## src/rtl/wb_write_queue.sv

```systemverilog
// rtl/wb_write_queue.sv - in-order writeback queue feeding the integer RF write port (optional WB_QUEUE_FWD_EN forwarding)
module wb_write_queue #(
    parameter int DATA_WIDTH     = 32,
    parameter int REG_ADDR_WIDTH = 5,
    parameter int DEPTH          = 4
) (
    input  logic                          clk,
    input  logic                          rst,
    input  logic                          lsu_valid,
    output logic                          lsu_ready,
    input  logic [REG_ADDR_WIDTH-1:0]     lsu_rd,
    input  logic [DATA_WIDTH-1:0]         lsu_data,
    input  logic                          exe_valid,
    output logic                          exe_ready,
    input  logic [REG_ADDR_WIDTH-1:0]     exe_rd,
    input  logic [DATA_WIDTH-1:0]         exe_data,
    input  logic                          wp_hold,
    output logic                          rf_wen,
    output logic [REG_ADDR_WIDTH-1:0]     rf_waddr,
    output logic [DATA_WIDTH-1:0]         rf_wdata,
    input  logic [REG_ADDR_WIDTH-1:0]     q_raddr1,
    input  logic [REG_ADDR_WIDTH-1:0]     q_raddr2,
    output logic                          q_pend1,
    output logic                          q_pend2,
    output logic [DATA_WIDTH-1:0]         q_fwd1,
    output logic [DATA_WIDTH-1:0]         q_fwd2,
    output logic [$clog2(DEPTH):0]        q_count
);

    localparam int PW = $clog2(DEPTH);
    localparam int CW = PW + 1;

    // queue storage and bookkeeping
    logic [REG_ADDR_WIDTH-1:0] r_rd   [DEPTH];
    logic [DATA_WIDTH-1:0]     r_data [DEPTH];
    logic [PW-1:0]             r_head;
    logic [PW-1:0]             r_tail;
    logic [CW-1:0]             r_count;

    logic                      w_full;
    logic                      w_acc_lsu;
    logic                      w_acc_exe;
    logic                      w_push;
    logic                      w_pop;
    logic [REG_ADDR_WIDTH-1:0] w_push_rd;
    logic [DATA_WIDTH-1:0]     w_push_data;
    logic                      w_pend1;
    logic                      w_pend2;
    logic [DATA_WIDTH-1:0]     w_fwd1;
    logic [DATA_WIDTH-1:0]     w_fwd2;

    // full is judged on the registered count only; a pop in the same cycle does not free a slot early
    assign w_full    = (r_count == CW'(DEPTH));
    assign lsu_ready = !rst && !w_full;
    assign exe_ready = !rst && !w_full && !lsu_valid;
    assign w_acc_lsu = lsu_valid && lsu_ready;
    assign w_acc_exe = exe_valid && exe_ready;

    // LSU wins over EXE: its result belongs to the older instruction
    always_comb begin
        w_push      = 1'b0;
        w_push_rd   = '0;
        w_push_data = '0;
        if (w_acc_lsu) begin
            w_push      = (lsu_rd != '0);
            w_push_rd   = lsu_rd;
            w_push_data = lsu_data;
        end else if (w_acc_exe) begin
            w_push      = (exe_rd != '0);
            w_push_rd   = exe_rd;
            w_push_data = exe_data;
        end
    end

    // x0 writes are swallowed by the handshake and never occupy a slot
    assign w_pop = !rst && (r_count != '0) && !wp_hold;

    // pointer, count and entry update; reset drops every queued entry
    always_ff @(posedge clk) begin
        if (rst) begin
            r_head  <= '0;
            r_tail  <= '0;
            r_count <= '0;
        end else begin
            if (w_push) begin
                r_rd[r_tail]   <= w_push_rd;
                r_data[r_tail] <= w_push_data;
                r_tail         <= r_tail + PW'(1);
            end
            if (w_pop) begin
                r_head <= r_head + PW'(1);
            end
            if (w_push && !w_pop) begin
                r_count <= r_count + CW'(1);
            end else if (w_pop && !w_push) begin
                r_count <= r_count - CW'(1);
            end
        end
    end

    // head entry drives the RF port directly; port is quiet when nothing drains
    assign rf_wen   = w_pop;
    assign rf_waddr = w_pop ? r_rd[r_head]   : '0;
    assign rf_wdata = w_pop ? r_data[r_head] : '0;

    // hazard query: walk occupied slots oldest to youngest so the last match is the youngest value
    always_comb begin : p_query
        logic [PW-1:0] v_idx;
        w_pend1 = 1'b0;
        w_pend2 = 1'b0;
        w_fwd1  = '0;
        w_fwd2  = '0;
        v_idx   = '0;
        for (int i = 0; i < DEPTH; i++) begin
            v_idx = r_head + PW'(i);
            if (CW'(i) < r_count) begin
                if (r_rd[v_idx] == q_raddr1) begin
                    w_pend1 = 1'b1;
`ifdef WB_QUEUE_FWD_EN
                    w_fwd1  = r_data[v_idx];
`endif
                end
                if (r_rd[v_idx] == q_raddr2) begin
                    w_pend2 = 1'b1;
`ifdef WB_QUEUE_FWD_EN
                    w_fwd2  = r_data[v_idx];
`endif
                end
            end
        end
    end

    assign q_pend1 = !rst && (q_raddr1 != '0) && w_pend1;
    assign q_pend2 = !rst && (q_raddr2 != '0) && w_pend2;
`ifdef WB_QUEUE_FWD_EN
    assign q_fwd1  = q_pend1 ? w_fwd1 : '0;
    assign q_fwd2  = q_pend2 ? w_fwd2 : '0;
`else
    assign q_fwd1  = '0;
    assign q_fwd2  = '0;
`endif
    assign q_count = rst ? '0 : r_count;

endmodule
```

## config.mk

```make
export PLATFORM = sky130hd
export DESIGN_NAME = wb_write_queue
export DESIGN_NICKNAME = d
export VERILOG_FILES = /design/src/rtl/wb_write_queue.sv
export SDC_FILE = /design/constraint.sdc
export NUM_CORES = 1
export LEC_CHECK = 0
export BUFFER_PORTS_ARGS = -buffer_cell sky130_fd_sc_hd__buf_4
export CORE_MARGIN = 10
export CORE_UTILIZATION = 54
export CTS_CLUSTER_SIZE = 12
export DETAILED_ROUTE_END_ITERATION = 8
export GPL_TIMING_DRIVEN = 0
export PLACE_DENSITY = 0.78
export SETUP_SLACK_MARGIN = 0.5
export SYNTH_ARGS = -nofsm -noshare
export SYNTH_HDL_FRONTEND = slang
export SYNTH_SLANG_ARGS = --single-unit
```

## constraint.sdc

```tcl
create_clock -name clk -period 3.68 [get_ports clk]
set_input_delay 0.552 -clock clk [delete_from_list [all_inputs] [get_ports clk]]
set_output_delay 0.552 -clock clk [all_outputs]
set_load 0.1 [all_outputs]
```

==> results of run 1 <==
-- worst max-delay path, delay by kind of cell, from the launching register on --
| kind | cells | cell delay [ns] |
|---|---|---|
| simple gates | 2 | 0.32 |
| xor+xnor | 1 | 0.20 |
| compound gates | 2 | 0.45 |
| buf+inv | 2 | 0.38 |
| mux | 1 | 0.59 |
| flops | 1 | 0.32 |
-- synthesized netlist by cell type, drive strengths merged (4+ instances only) --
library cell,count,area share [%]
a22o,38,4.2
inv,6,0.28
xnor2,26,2.9
mux2i,16,2.0
ha,9,1.4
nor3,6,0.38
xor2,21,2.3
clkbuf,23,1.1
nand4,4,0.31
a21oi,7,0.44
dfxtp,9,2.3
buf,78,7.0
nor2,13,0.61
edfxtp,148,56
mux4,42,12
nor2b,37,2.9
and2,7,0.55
o21ai,6,0.38
-- flip-flops by register name, indices dropped and copies added (netlist names), named ones only --
| signal | cells |
|---|---|
| r_tail | 2 |
| r_head | 2 |
| r_count | 3 |
| r_data | 128 |
| r_rd | 20 |
-- what timing repair did --
item,CTS,global route
setup endpoints to repair,29,177
gates resized for setup,28,42
cloned,0,1
buffers inserted,1,3
pin swaps,0,6
-- layout make-up --
cell class | instances | share of cell area [%]
clock inverters | 12 | 1.58
flip-flops and latches | 157 | 45.1
multi-input cells | 327 | 29.9
inverters | 6 | 0.219
plain buffers | 101 | 6.56
well taps | 184 | 2.24
clock buffers | 19 | 4.22
repair buffers | 128 | 10.2
-- cells by family after synthesis --
kind of cell / count (synthesis) / share of synthesized area, %
AND/OR/NAND/NOR: 81 / 5.83
buffers and inverters: 107 / 8.40
adder cells (fa/ha/maj): 9 / 1.42
other: 1 / 0.0471
flip-flops: 157 / 58.1
AO/OA/AOI/OAI: 65 / 6.46
multiplexers: 61 / 14.6
XOR/XNOR: 47 / 5.17
-- per-layer routing --
metal / global-route usage [%] / share of wire (%) / wire, um
met1: 24.1 / 40 / 8010
met2: 31.4 / 49 / 9840
met3: 6.38 / 9.2 / 1860
met4: 6.83 / 2.1 / 427
met5: 0 / 0 / 0
-- metrics by stage --
stage,power (mW),util [%]
2_1_floorplan,4.32,-
3_3_place_gp,4.80,64.9
3_5_place_dp,4.84,64.9
4_1_cts,6.68,69.7
5_1_grt,7.03,70.9
6_report,6.79,70.9
-- worst paths after layout --
check        cells after the start  slack, ns       endpoint          from
max                              8       0.43        q_pend2     flip-flop
min                              2       0.50  r_data[3][16]  lsu_data[16]
max reg2reg                      7       0.78  r_data[0][29]    r_count[0]
min reg2reg                      2       0.58      r_tail[1]     r_tail[1]
-- where the power goes --
group          internal, mW  switching, mW
combinational          1.01           1.78
clock                  1.07          0.696
sequential             2.16         0.0724
==> reports/qor.yml, run 1 <==
route:
  wl_per_cell_um: 21.6
  antenna_left: 0
  routed_wl_mm: 20.1
  first_pass_iters: 4
  remaining_drc_errors: 0
  vias_per_cell: 5.46
  drt_iter0_markers: 319
  dr_total_vias: 5100
synth:
  synth_warnings: 0
  synth_seq_cells: 157
  syn_area_mm2: 0.00796
  post_synth_num_cell_types: 40
  ys.flop_type: "edfxtp_1"
  syn_inst: 528
  synth_seq_area_share_pct: 58.1
  async_reset_ff_share_pct: 0
  syn_area_per_cell_um2: 15.1
  synth-edff-count: 148
critical_path:
  cpPeakStageDelay_ns: 0.59
  crit_chain: "buf_6, mux4_2, xnor2_1, nand4_1, nor3_1, a31oi_1, a221oi_4, buf_12"
  crit_fanout: 10
  cp_data_arrival_time_ns: 2.69
  worst_setup_path_start_kind: "flip-flop"
  cp_slowest_cell: "mux4_2"
  worstPathRequired_ns: 3.13
  path_class: "flip-flop to primary output"
  cp-end-kind: "primary output"
die:
  io_pins: 198
  coreArea_mm2: 0.0145
  rows: 44
  start_util_pct: 55.0
  die_x_um: 141
  die_h_um: 141
  dieArea_mm2: 0.0200
timing:
  whs_ns: 0.497
  fin_ws_ns: 0.435
  maxSlewHeadroom_pct: 47.1
  rsz0062_at_grt: "true"
  finalHoldViolations: 0
  skew_ns: 0.00775
  finalSetupViolCount: 0
  slew_violations: 0
  tightest_slew_ns: 0.793
  fin_crit_sh_pct: 88.2
  period_needed_ns: 3.25
  fmax_ghz: 0.308
  fin_setup_tns_ns: 0
grt:
  overflow: 0
  grt_antenna_before_repair: 0
  grt_max_degree: 38
  grt_pass1_wl_mm: 30.0
  grt_usage_pct: 19.5
  grt_pass1_vias: 5353
layout:
  regArea_mm2: 0.00463
  diodes: 0
  final_nets: 836
  mostFrequentLayoutCells: "177 x buf_4, 148 x edfxtp_1, 64 x conb_1, 41 x mux4_2, 38 x a22o_1"
  fillers: 992
  multiInputGateArea_mm2: 0.00307
  mostFrequentLayoutCell: "buf_4"
  final_cell_area_mm2: 0.0103
  areaGrowthSynthToFinish_pct: 29.0
  layout.cells.non_filler: 934
  layout-drive-gt1-share_pct: 41.6
clocking:
  cts_tree: "built"
  cts_sinks: 157
  cts_hold_repair.buffers: 0
  ctsHtreeMaxLevel: 4
  clkTransAtPathRegs_ns: 0.06
  root_buffer: "clkbuf_16"
  numCtsBuffers: 17
  clkLatencyLatePin_ns: 0.42
  clockBufferDepth: 2
placed_design:
  placed_cell_area_mm2: 0.00940
  dp.cells: 898
  dpl.hpwl_mm: 13.8
  dpl_worst_slack_ns: 0.679
  routabilityCongestion: 0.831
  portBuffers: 123
power:
  vdd_ir_drop_max_uv: 430
  power_density_mw_per_mm2: 661
  p_leak_nw: 3.93
run_status:
  status: "finished, final reports clean"
hold_path:
  hold_class: "input pin to flip-flop"
run:
  drv_cap: 0
No activity file was read; power rests on OpenSTA's default activity.
==> inputs of run 2 (changes only) <==
--- a/config.mk
+++ b/config.mk
@@ -12,7 +12,7 @@
 export DETAILED_ROUTE_END_ITERATION = 8
 export GPL_TIMING_DRIVEN = 0
 export PLACE_DENSITY = 0.78
-export SETUP_SLACK_MARGIN = 0.5
 export SYNTH_ARGS = -nofsm -noshare
 export SYNTH_HDL_FRONTEND = slang
 export SYNTH_SLANG_ARGS = --single-unit
+export TNS_END_PERCENT = 100
==> run 2 against run 1 <==
Against the previous run:
- fmax is 5.2% lower
- sequential power hardly changed
- sequential share of layout area is 0.83 points higher
- via count is 0.55% lower
- largest cell class unchanged
- largest power group unchanged
==> reports/qor.yml, run 2 (synthesis results as in run 1) <==
die:
  rows: 44  # unchanged
  die_x_um: 141  # unchanged
  coreArea_mm2: 0.0145  # unchanged
  die_h_um: 141  # unchanged
  start_util_pct: 55.0  # unchanged
  io_pins: 198  # unchanged
  dieArea_mm2: 0.0200  # unchanged
placed_design:
  dp.cells: 902  # +0.45%
  placed_cell_area_mm2: 0.00946  # +0.69%
  dpl_worst_slack_ns: 0.730  # +0.0502 ns
  portBuffers: 123  # unchanged
  routabilityCongestion: 0.890  # +7.0%
  dpl.hpwl_mm: 14.3  # +3.9%
layout:
  diodes: 0  # unchanged
  layout.cells.non_filler: 934  # unchanged
  largest_reg_flops: 128  # unchanged
  fillers: 985  # -0.71%
  largest_registers: "r_data: 128 flops, r_rd: 20 flops, r_count: 3 flops"
  top_register: "r_data"
  final_core_util_pct: 69.6  # -1.3 points
  regArea_mm2: 0.00462  # about the same
  layout-drive-gt1-share_pct: 37.5  # -4.1 points
  areaGrowthSynthToFinish_pct: 26.6
  mostFrequentLayoutCell: "buf_4"
  mostFrequentLayoutCells: "187 x buf_4, 148 x edfxtp_1, 64 x conb_1, 38 x a22o_1"
  final_nets: 835  # -0.12%
  final_cell_area_mm2: 0.0101  # -1.9%
  multiInputGateArea_mm2: 0.00293  # -4.4%
clocking:
  postCtsResizedCells: 0  # -100%
  clkTransAtPathRegs_ns: 0.06  # about the same
  ctsHtreeMaxLevel: 4  # unchanged
  clkLatencyLatePin_ns: 0.41  # about the same
  cts_hold_repair.buffers: 0  # unchanged
  post-cts-setup-buffers: 0  # -1
  root_buffer: "clkbuf_16"
  cts_sinks: 157  # unchanged
  clockBufferDepth: 2  # unchanged
  cts_tree: "built"
  numCtsBuffers: 17  # unchanged
timing:
  finalHoldViolations: 0  # unchanged
  fin_ws_ns: 0.257  # -0.178 ns
  fin_crit_sh_pct: 93.0  # +4.8 points
  whs_ns: 0.496  # -0.000995 ns
  fin_setup_tns_ns: 0  # unchanged
  skew_ns: 0.00796  # +0.000204 ns
  finalSetupViolCount: 0  # unchanged
  rsz0062_at_grt: "false"
  maxSlewHeadroom_pct: 54.2  # +7.0 points
  period_needed_ns: 3.42  # +0.178 ns
  fmax_ghz: 0.292  # -5.2%
  slew_violations: 0  # unchanged
  tightest_slew_ns: 0.687  # -0.106 ns
route:
  vias_per_cell: 5.43  # -0.55%
  routed_wl_mm: 19.7  # -2.1%
  antenna_left: 0  # unchanged
  remaining_drc_errors: 0  # unchanged
  wl_per_cell_um: 21.1  # -2.1%
  drt_iter0_markers: 266  # -17%
  first_pass_iters: 4  # unchanged
  dr_total_vias: 5072  # -0.55%
run:
  drv_cap: 0  # unchanged
critical_path:
  r2r-start: "r_count[0]"
  rrSetupSlack_ns: 0.85  # +0.07 ns
  crit_fanout: 10  # unchanged
  crit_path_end: "q_pend1"
  rr_worst_depth: 8  # +1
  critical_path.startpoint: "r_head[0]"
  worst_setup_path_start_kind: "flip-flop"
  path_class: "flip-flop to primary output"
  cp-end-kind: "primary output"
  cp_data_arrival_time_ns: 2.87  # +0.18 ns
  r2r_end: "r_data[2][30]"
  worstPathRequired_ns: 3.13  # about the same
power:
  p_leak_nw: 3.89  # -0.96%
  p_seq_share_pct: 33.6  # +0.7 points
  clkPwrFrac_pct: 27.0  # +1.0 points
  power_frac_comb_pct: 39.5  # -1.6 points
  internal-power_mw: 4.12  # -2.7%
  p_switching_mw: 2.49  # -2.4%
  total_power_mw: 6.61  # -2.6%
  power_density_mw_per_mm2: 656  # -0.72%
  vdd_ir_drop_max_uv: 358  # -17%
  p_sw_share_pct: 37.6  # +0.084 points
grt:
  grt_antenna_before_repair: 0  # unchanged
  overflow: 0  # unchanged
  grt_pass1_vias: 5542  # +3.5%
  grt_pass1_wl_mm: 30.5  # +1.5%
  grt_max_degree: 27  # -29%
  grt_usage_pct: 19.6  # +0.099 points
run_status:
  status: "finished, final reports clean"
hold_path:
  hold_class: "input pin to flip-flop"
-- run 2: cell types whose count changed in the layout (fill, tap and decap cells not counted), sizes merged --
cell	before	now
buf	207	205
inv	9	11
clkinv	1	2
clkinvlp	5	4
-- run 2: worst min path at each step --
stage / startpoint / end / slack, ns / cells past startpoint
after floorplan: r_tail[1] / r_tail[1] / 0.51 / 2
after global routing: lsu_data[25] / r_data[1][25] / 0.50 / 2
final: lsu_data[25] / r_data[3][25] / 0.50 / 2
after detailed placement: r_tail[1] / r_tail[1] / 0.56 / 2
after global placement: r_tail[1] / r_tail[1] / 0.53 / 2
after CTS: lsu_data[25] / r_data[3][25] / 0.48 / 2
-- run 2: power groups by stage --
stage / Sequential (mW) / Clock [mW] / Combinational, mW
after floorplan: 2.23 / 0 / 2.08
after global placement: 2.25 / 0 / 2.55
after detailed placement: 2.25 / 0 / 2.60
after CTS: 2.22 / 1.80 / 2.62
after global routing: 2.23 / 1.87 / 2.77
final: 2.22 / 1.78 / 2.61
-- run 2: final cells by class --
cell class	count	area share, %
clock inverters	14	1.80
multi-input cells	327	29.1
clock buffers	18	4.26
repair buffers	127	10.0
flip-flops and latches	157	45.9
plain buffers	101	6.41
inverters	6	0.224
well taps	184	2.29
-- run 2: per-layer routing --
metal | vias up | wire [um] | GRT usage (%)
met5 | - | 0 | 0
met4 | 0 | 349 | 6.67
met3 | 27 | 1910 | 7.74
met2 | 262 | 9690 | 31.6
met1 | 2477 | 7750 | 23.4
li1 | 2306 | - | -
-- run 2: critical path: stages (launching register included) --
cell and delay (ns):
dfxtp_1 0.32, buf_6 0.16, buf_6 0.17, mux2i_1 0.45, mux2i_1 0.17, xnor2_1 0.30, o211a_1 0.22, a31oi_1 0.11
o32ai_2 0.22, buf_4 0.33
